--- src/rtl/axioma_timer_pkg.sv ---
// Shared timer-subsystem definitions: prescaler select encodings, counter width, tap masks.
package axioma_timer_pkg;

    localparam int PRESC_W = 10;

    typedef enum logic [2:0] {
        PRESCALE_STOP     = 3'd0,
        PRESCALE_DIV1     = 3'd1,
        PRESCALE_DIV8     = 3'd2,
        PRESCALE_DIV64    = 3'd3,
        PRESCALE_DIV256   = 3'd4,
        PRESCALE_DIV1024  = 3'd5,
        PRESCALE_EXT_FALL = 3'd6,
        PRESCALE_EXT_RISE = 3'd7
    } prescale_sel_e;

    localparam logic [PRESC_W-1:0] TAP_MASK_DIV8    = 10'h007;
    localparam logic [PRESC_W-1:0] TAP_MASK_DIV64   = 10'h03F;
    localparam logic [PRESC_W-1:0] TAP_MASK_DIV256  = 10'h0FF;
    localparam logic [PRESC_W-1:0] TAP_MASK_DIV1024 = 10'h3FF;

    // A /N tap fires on the last count of each N-long window (low bits all ones).
    function automatic logic tap_match(input logic [PRESC_W-1:0] cnt,
                                       input logic [PRESC_W-1:0] mask);
        return (cnt & mask) == mask;
    endfunction

endpackage

--- src/rtl/axioma_prescaler_mc_if.sv ---
// Select/control inputs and tick/count outputs of the shared multi-channel prescaler.
interface axioma_prescaler_mc_if
    import axioma_timer_pkg::*;
#(
    parameter int NUM_CH = 2
);
    logic [3*NUM_CH-1:0] prescale_select;
    logic [NUM_CH-1:0]   ext_clk_in;
    logic                psr_clear;
    logic                psr_hold;
    logic [NUM_CH-1:0]   timer_tick;
    logic [PRESC_W-1:0]  presc_count;

    modport master (
        output prescale_select, ext_clk_in, psr_clear, psr_hold,
        input  timer_tick, presc_count
    );

    modport slave (
        input  prescale_select, ext_clk_in, psr_clear, psr_hold,
        output timer_tick, presc_count
    );
endinterface

--- src/rtl/axioma_ext_clk_sync.sv ---
// Synchronises one asynchronous Tn pin and produces single-cycle rise/fall pulses.
// Latency: edge pulse valid SYNC_STAGES clocks after the first sampling edge.
// Backpressure: none; pulses narrower than one clock may be lost.
module axioma_ext_clk_sync #(
    parameter int SYNC_STAGES = 2
) (
    input  logic clk,
    input  logic reset_n,
    input  logic ext_clk_in,
    output logic ext_rise,
    output logic ext_fall
);
    logic [SYNC_STAGES-1:0] sync_q, sync_d;
    logic                   prev_q, prev_d;

    always_comb begin
        sync_d = {sync_q[SYNC_STAGES-2:0], ext_clk_in};
        prev_d = sync_q[SYNC_STAGES-1];
    end

    always_ff @(posedge clk or negedge reset_n) begin
        if (!reset_n) begin
            sync_q <= '0;
            prev_q <= 1'b0;
        end else begin
            sync_q <= sync_d;
            prev_q <= prev_d;
        end
    end

    assign ext_rise =  sync_q[SYNC_STAGES-1] & ~prev_q;
    assign ext_fall = ~sync_q[SYNC_STAGES-1] &  prev_q;

endmodule

--- src/rtl/axioma_prescaler_mc.sv ---
// Shared 10-bit prescaler feeding NUM_CH per-channel tap muxes (stop, /1../1024, ext edges).
// Latency: registered tick one clock after tap match; ext pin-to-tick SYNC_STAGES+1 clocks.
// Backpressure: none; ticks are free-running one-cycle count enables.
module axioma_prescaler_mc
    import axioma_timer_pkg::*;
#(
    parameter int                NUM_CH      = 2,
    parameter int                SYNC_STAGES = 2,
    parameter logic [NUM_CH-1:0] EXT_EN      = {NUM_CH{1'b1}}
) (
    input  logic                  clk,
    input  logic                  reset_n,
    axioma_prescaler_mc_if.slave  bus
);
    logic [PRESC_W-1:0] count_q, count_d;
    logic [NUM_CH-1:0]  tick_q, tick_d;
    logic [NUM_CH-1:0]  ext_rise, ext_fall;
    logic               clr;

    for (genvar g = 0; g < NUM_CH; g++) begin : g_ext
        axioma_ext_clk_sync #(
            .SYNC_STAGES (SYNC_STAGES)
        ) u_sync (
            .clk        (clk),
            .reset_n    (reset_n),
            .ext_clk_in (bus.ext_clk_in[g]),
            .ext_rise   (ext_rise[g]),
            .ext_fall   (ext_fall[g])
        );
    end

    always_comb begin
        clr     = bus.psr_clear | bus.psr_hold;
        count_d = clr ? '0 : count_q + 1'b1;
        tick_d  = '0;
        // Counter taps are masked by clear/hold; /1 and external edges bypass the counter.
        for (int i = 0; i < NUM_CH; i++) begin
            case (prescale_sel_e'(bus.prescale_select[3*i +: 3]))
                PRESCALE_STOP:     tick_d[i] = 1'b0;
                PRESCALE_DIV1:     tick_d[i] = 1'b1;
                PRESCALE_DIV8:     tick_d[i] = ~clr & tap_match(count_q, TAP_MASK_DIV8);
                PRESCALE_DIV64:    tick_d[i] = ~clr & tap_match(count_q, TAP_MASK_DIV64);
                PRESCALE_DIV256:   tick_d[i] = ~clr & tap_match(count_q, TAP_MASK_DIV256);
                PRESCALE_DIV1024:  tick_d[i] = ~clr & tap_match(count_q, TAP_MASK_DIV1024);
                PRESCALE_EXT_FALL: tick_d[i] = EXT_EN[i] & ext_fall[i];
                PRESCALE_EXT_RISE: tick_d[i] = EXT_EN[i] & ext_rise[i];
                default:           tick_d[i] = 1'b0;
            endcase
        end
    end

    always_ff @(posedge clk or negedge reset_n) begin
        if (!reset_n) begin
            count_q <= '0;
            tick_q  <= '0;
        end else begin
            count_q <= count_d;
            tick_q  <= tick_d;
        end
    end

    assign bus.timer_tick  = tick_q;
    assign bus.presc_count = count_q;

endmodule

--- src/flat_wrapper.sv ---
// flat-port wrapper written by rule: the top's interface ports become plain ports
module axioma_prescaler_mc_flat import axioma_timer_pkg::*;
#(
    parameter int                NUM_CH      = 2,
    parameter int                SYNC_STAGES = 2,
    parameter logic [NUM_CH-1:0] EXT_EN      = {NUM_CH{1'b1}}
)
  (clk, reset_n, bus_prescale_select, bus_ext_clk_in, bus_psr_clear, bus_psr_hold, bus_timer_tick, bus_presc_count);
  axioma_prescaler_mc_if #(.NUM_CH(NUM_CH)) bus_i ();
  input  logic clk;
  input  logic reset_n;
  input wire logic [$bits(bus_i.prescale_select)-1:0] bus_prescale_select;
  input wire logic [$bits(bus_i.ext_clk_in)-1:0] bus_ext_clk_in;
  input wire logic [$bits(bus_i.psr_clear)-1:0] bus_psr_clear;
  input wire logic [$bits(bus_i.psr_hold)-1:0] bus_psr_hold;
  output wire logic [$bits(bus_i.timer_tick)-1:0] bus_timer_tick;
  output wire logic [$bits(bus_i.presc_count)-1:0] bus_presc_count;
  assign bus_i.prescale_select = bus_prescale_select;
  assign bus_i.ext_clk_in = bus_ext_clk_in;
  assign bus_i.psr_clear = bus_psr_clear;
  assign bus_i.psr_hold = bus_psr_hold;
  assign bus_timer_tick = bus_i.timer_tick;
  assign bus_presc_count = bus_i.presc_count;
  axioma_prescaler_mc #(.NUM_CH(NUM_CH), .SYNC_STAGES(SYNC_STAGES), .EXT_EN(EXT_EN)) u_core (.clk(clk), .reset_n(reset_n), .bus(bus_i));
endmodule
--- config.mk ---
export PLATFORM = sky130hd
export DESIGN_NAME = axioma_prescaler_mc_flat
export DESIGN_NICKNAME = d
export VERILOG_FILES = /design/src/rtl/axioma_timer_pkg.sv /design/src/rtl/axioma_prescaler_mc_if.sv /design/src/rtl/axioma_ext_clk_sync.sv /design/src/rtl/axioma_prescaler_mc.sv /design/src/flat_wrapper.sv
export SDC_FILE = /design/constraint.sdc
export NUM_CORES = 1
export LEC_CHECK = 0
export ABC_AREA = 1
export CAP_MARGIN = 20
export CELL_PAD_IN_SITES_DETAIL_PLACEMENT = 1
export CELL_PAD_IN_SITES_GLOBAL_PLACEMENT = 2
export CORE_ASPECT_RATIO = 1.75
export CORE_MARGIN = 1
export CORE_UTILIZATION = 28
export DETAILED_ROUTE_END_ITERATION = 10
export GPL_TIMING_DRIVEN = 0
export PLACE_DENSITY_LB_ADDON = 0.25
export SYNTH_ARGS = -nofsm -noshare
export SYNTH_HDL_FRONTEND = slang
export SYNTH_SLANG_ARGS = --single-unit
export TNS_END_PERCENT = 5
--- constraint.sdc ---
create_clock -name clk -period 3.3 [get_ports clk]
set_input_delay 0.495 -clock clk [delete_from_list [all_inputs] [get_ports clk]]
set_output_delay 0.495 -clock clk [all_outputs]
set_load 0.05 [all_outputs]
==> impl_metrics.csv <==
group,metric,value,unit
clock_network,post_cts_buffers,0,
pwr,finalPower,0.4372,mW
global_routing,track_usage,14.69,%
hold_path,hp-class,"reg -> reg",
synthesis,ys_seq_elements,18,
sta,finalMaxSlewViolations,0,
clock_network,cts_hold_buf,0,
worst_setup_path,critPathCaptureType,"primary output",
drt,viasPerCell,4.433,
floorplan,rows,27,
final_layout,diodes,0,
sta,fmax,0.5012,GHz
synthesis,yosys_warnings,0,
synthesis,yosysUniqueCellTypes,19,
synthesis,seq_area_frac_synth,49.66,%
final_layout,fin_nets,153,
floorplan,die_y,77.30,µm
synthesis,synth.largest_area_cell,"dfrtp_1",
synthesis,netlist.area_leader.share,49.66,%
hold_path,min_path_cells,0,
floorplan,die_w,45.03,µm
synthesis,synthFlopType,"dfrtp_1",
global_routing,grt_max_degree,19,
worst_setup_path,crit_slowest_cell,"clkdlybuf4s50_1",
sta,finalSetupViolCount,0,
drt,drc,0,
drt,routed_wl,2222,µm
worst_setup_path,rrSetupSlack,1.93,ns
final_layout,final_cell_mix,"clkdlybuf4s50_1 (23), nor2_1 (20), dfrtp_1 (18)",
sta,relSlewSlack,44.53,%
sta,rsz0062_at_grt,"no",
placement,place_congestion,0.7751,
hold_path,holdPathEnd,"u_core.g_ext[1].u_sync.sync_q[1]$_DFF_PN0_",
clock_network,cts_root_buffer,"clkbuf_8",
drt,dr.pass1.iters,3,
drt,wire_per_inst,12.34,µm
final_layout,final_core_utilization,39.65,%
pwr,power_density,354.7,mW/mm²
placement,dp.final_hpwl,1725,µm
placement,dp.cells,177,
drt,num_vias,798,
worst_setup_path,arrival,1.50,ns
final_layout,fin_cells,180,
pwr,p_leak,0.5203,nW
hold_path,hp-start,"u_core.g_ext[1].u_sync.sync_q[0]$_DFF_PN0_",
clock_network,cts.sinks,18,
sta,finalHoldViolCount,0,
sta,timing.final.crit_share,60.46,%
synthesis,syn_area_per_cell,8.172,µm²
run_status,status,"finished, final reports clean",
global_routing,antenna_found_initial,0,
worst_setup_path,criticalPathCategory,"reg -> out",
worst_setup_path,cpPeakStageDelay,0.83,ns
final_layout,drive_above_1_share,10.22,%
synthesis,synth_edf_count,0,
floorplan,dieArea,0.003480,mm²
clock_network,clk_pin_slew,0.07,ns
pwr,max-vdd-ir-drop,0.2683,mV
final_layout,final_common_cell,"clkdlybuf4s50_1",
worst_setup_path,path_cells,"clkdlybuf4s50_1",
synthesis,async_reset_ff_share,100.0,%
synthesis,synth_nets,125,
clock_network,clock_latency,0.25,ns
final_layout,area_growth,35.86,%
sta,fin_setup_tns,0,ns
worst_setup_path,reg2reg_depth,8,
worst_setup_path,r2r_end,"u_core.bus.timer_tick[1]$_DFF_PN0_",
floorplan,core,0.003108,mm²
worst_setup_path,rr_startpoint,"u_core.bus.presc_count[0]$_DFF_PN0_",
sta,fin_crit,1.995,ns
drt,ant_nets,0,
worst_setup_path,start_kind,"register",
worst_setup_path,cp_num_buf_inv,1,
clock_network,cts_inserted_buffers,3,
final_layout,finalInstanceArea,0.001232,mm²
synthesis,netlist_area,907.1,µm²
clock_network,ctsResizeCount,0,
worst_setup_path,cp_top_family,"buffers and inverters",
clock_network,cts_buffer_depth,2,
worst_setup_path,path_max_fanout,4,
drt,drt-initial-drc-count,9,
global_routing,grt_pass1_vias,858,
floorplan,ios,24,
floorplan,initial_utilization,29.19,%
placement,portBuffers,23,
synthesis,yosys-top-cells-area,"dfrtp_1 (50%), nor2_1 (8.3%), nand2_1 (6.6%)",
clock_network,cts_tree,"done",
sta,worst_slew_pin_slew,0.8295,ns
global_routing,grt_overflow,0,
placement,placed_area,0.001191,mm²
global_routing,grt_pass1_wl,3663,µm
worst_setup_path,worstPathRequired,2.80,ns
clock_network,htree_num_levels,1,
job,maxCapViolCount,0,
sta,finClkSkew,0.0005356,ns
synthesis,postSynthCellCount,111,
[registers in the layout, indices dropped and copies added (netlist names)]
name,count
u_core.bus.presc_count,10
u_core.g_ext.u_sync.sync_q,4
u_core.bus.timer_tick,2
u_core.g_ext.u_sync.prev_q,2
[cells in the mapped netlist (2+ instances only)]
cell,n
a21oi_1,4
dfrtp_1,18
ha_1,2
inv_1,15
nand2_1,16
nand2_2,2
nand3_1,11
nand4_1,2
nor2_1,20
nor2_2,4
nor2_4,2
nor3_1,4
nor4_1,2
o21ai_0,4
[layer usage]
layer / track usage (%) / wire length [µm] / vias up / part of all wire [%]
met2: 25.65 / 1182 / 13 / 53
met3: 2.118 / 73 / 4 / 3.3
met5: 0 / 0 / - / 0
met1: 15.33 / 902 / 373 / 41
met4: 9.091 / 64 / 0 / 2.9
li1: - / - / 408 / -
[cell families after synthesis]
logic type / share of synthesized area, %
AO/OA/AOI/OAI: 6.345
XOR/XNOR: 0.9657
adder cells (fa/ha/maj): 2.758
buffers and inverters: 6.620
flip-flops: 49.65
AND/OR/NAND/NOR: 33.65
[worst max-delay path by stage]
stage	from	to	slack [ns]	cells after the start
3_3_place_gp	bus_psr_hold	u_core.bus.timer_tick[0]$_DFF_PN0_	1.51	8
2_1_floorplan	u_core.bus.presc_count[0]$_DFF_PN0_	u_core.bus.presc_count[8]$_DFF_PN0_	1.80	6
3_5_place_dp	bus_psr_hold	u_core.bus.timer_tick[1]$_DFF_PN0_	1.48	8
6_report	u_core.bus.presc_count[6]$_DFF_PN0_	bus_presc_count[6]	1.30	1
5_1_grt	u_core.bus.presc_count[5]$_DFF_PN0_	bus_presc_count[5]	1.27	1
4_1_cts	u_core.bus.presc_count[6]$_DFF_PN0_	bus_presc_count[6]	1.29	1
[cell type report]
type	instances	area, µm²
Sequential cell	18	450.4
Tap cell	43	53.80
Multi-Input combinational cell	77	396.6
Inverter	16	60.06
Timing Repair Buffer	23	230.2
Fill cell	391	1876
Clock buffer	3	41.29
[stage by stage]
step | setup slack [ns] | hold slack (ns)
after detailed placement | 1.479 | 0.3379
after global placement | 1.507 | 0.3316
after CTS | 1.290 | 0.3527
final | 1.305 | 0.3507
after floorplan | 1.796 | 0.1994
after global routing | 1.267 | 0.3556
[report_power, final]
group	total, mW	internal (mW)	switching [mW]
registers	0.230	0.227	0.00315
logic	0.0538	0.0218	0.0320
clock network	0.153	0.0812	0.0720
Note: power is estimated with default switching activity, not from simulation.
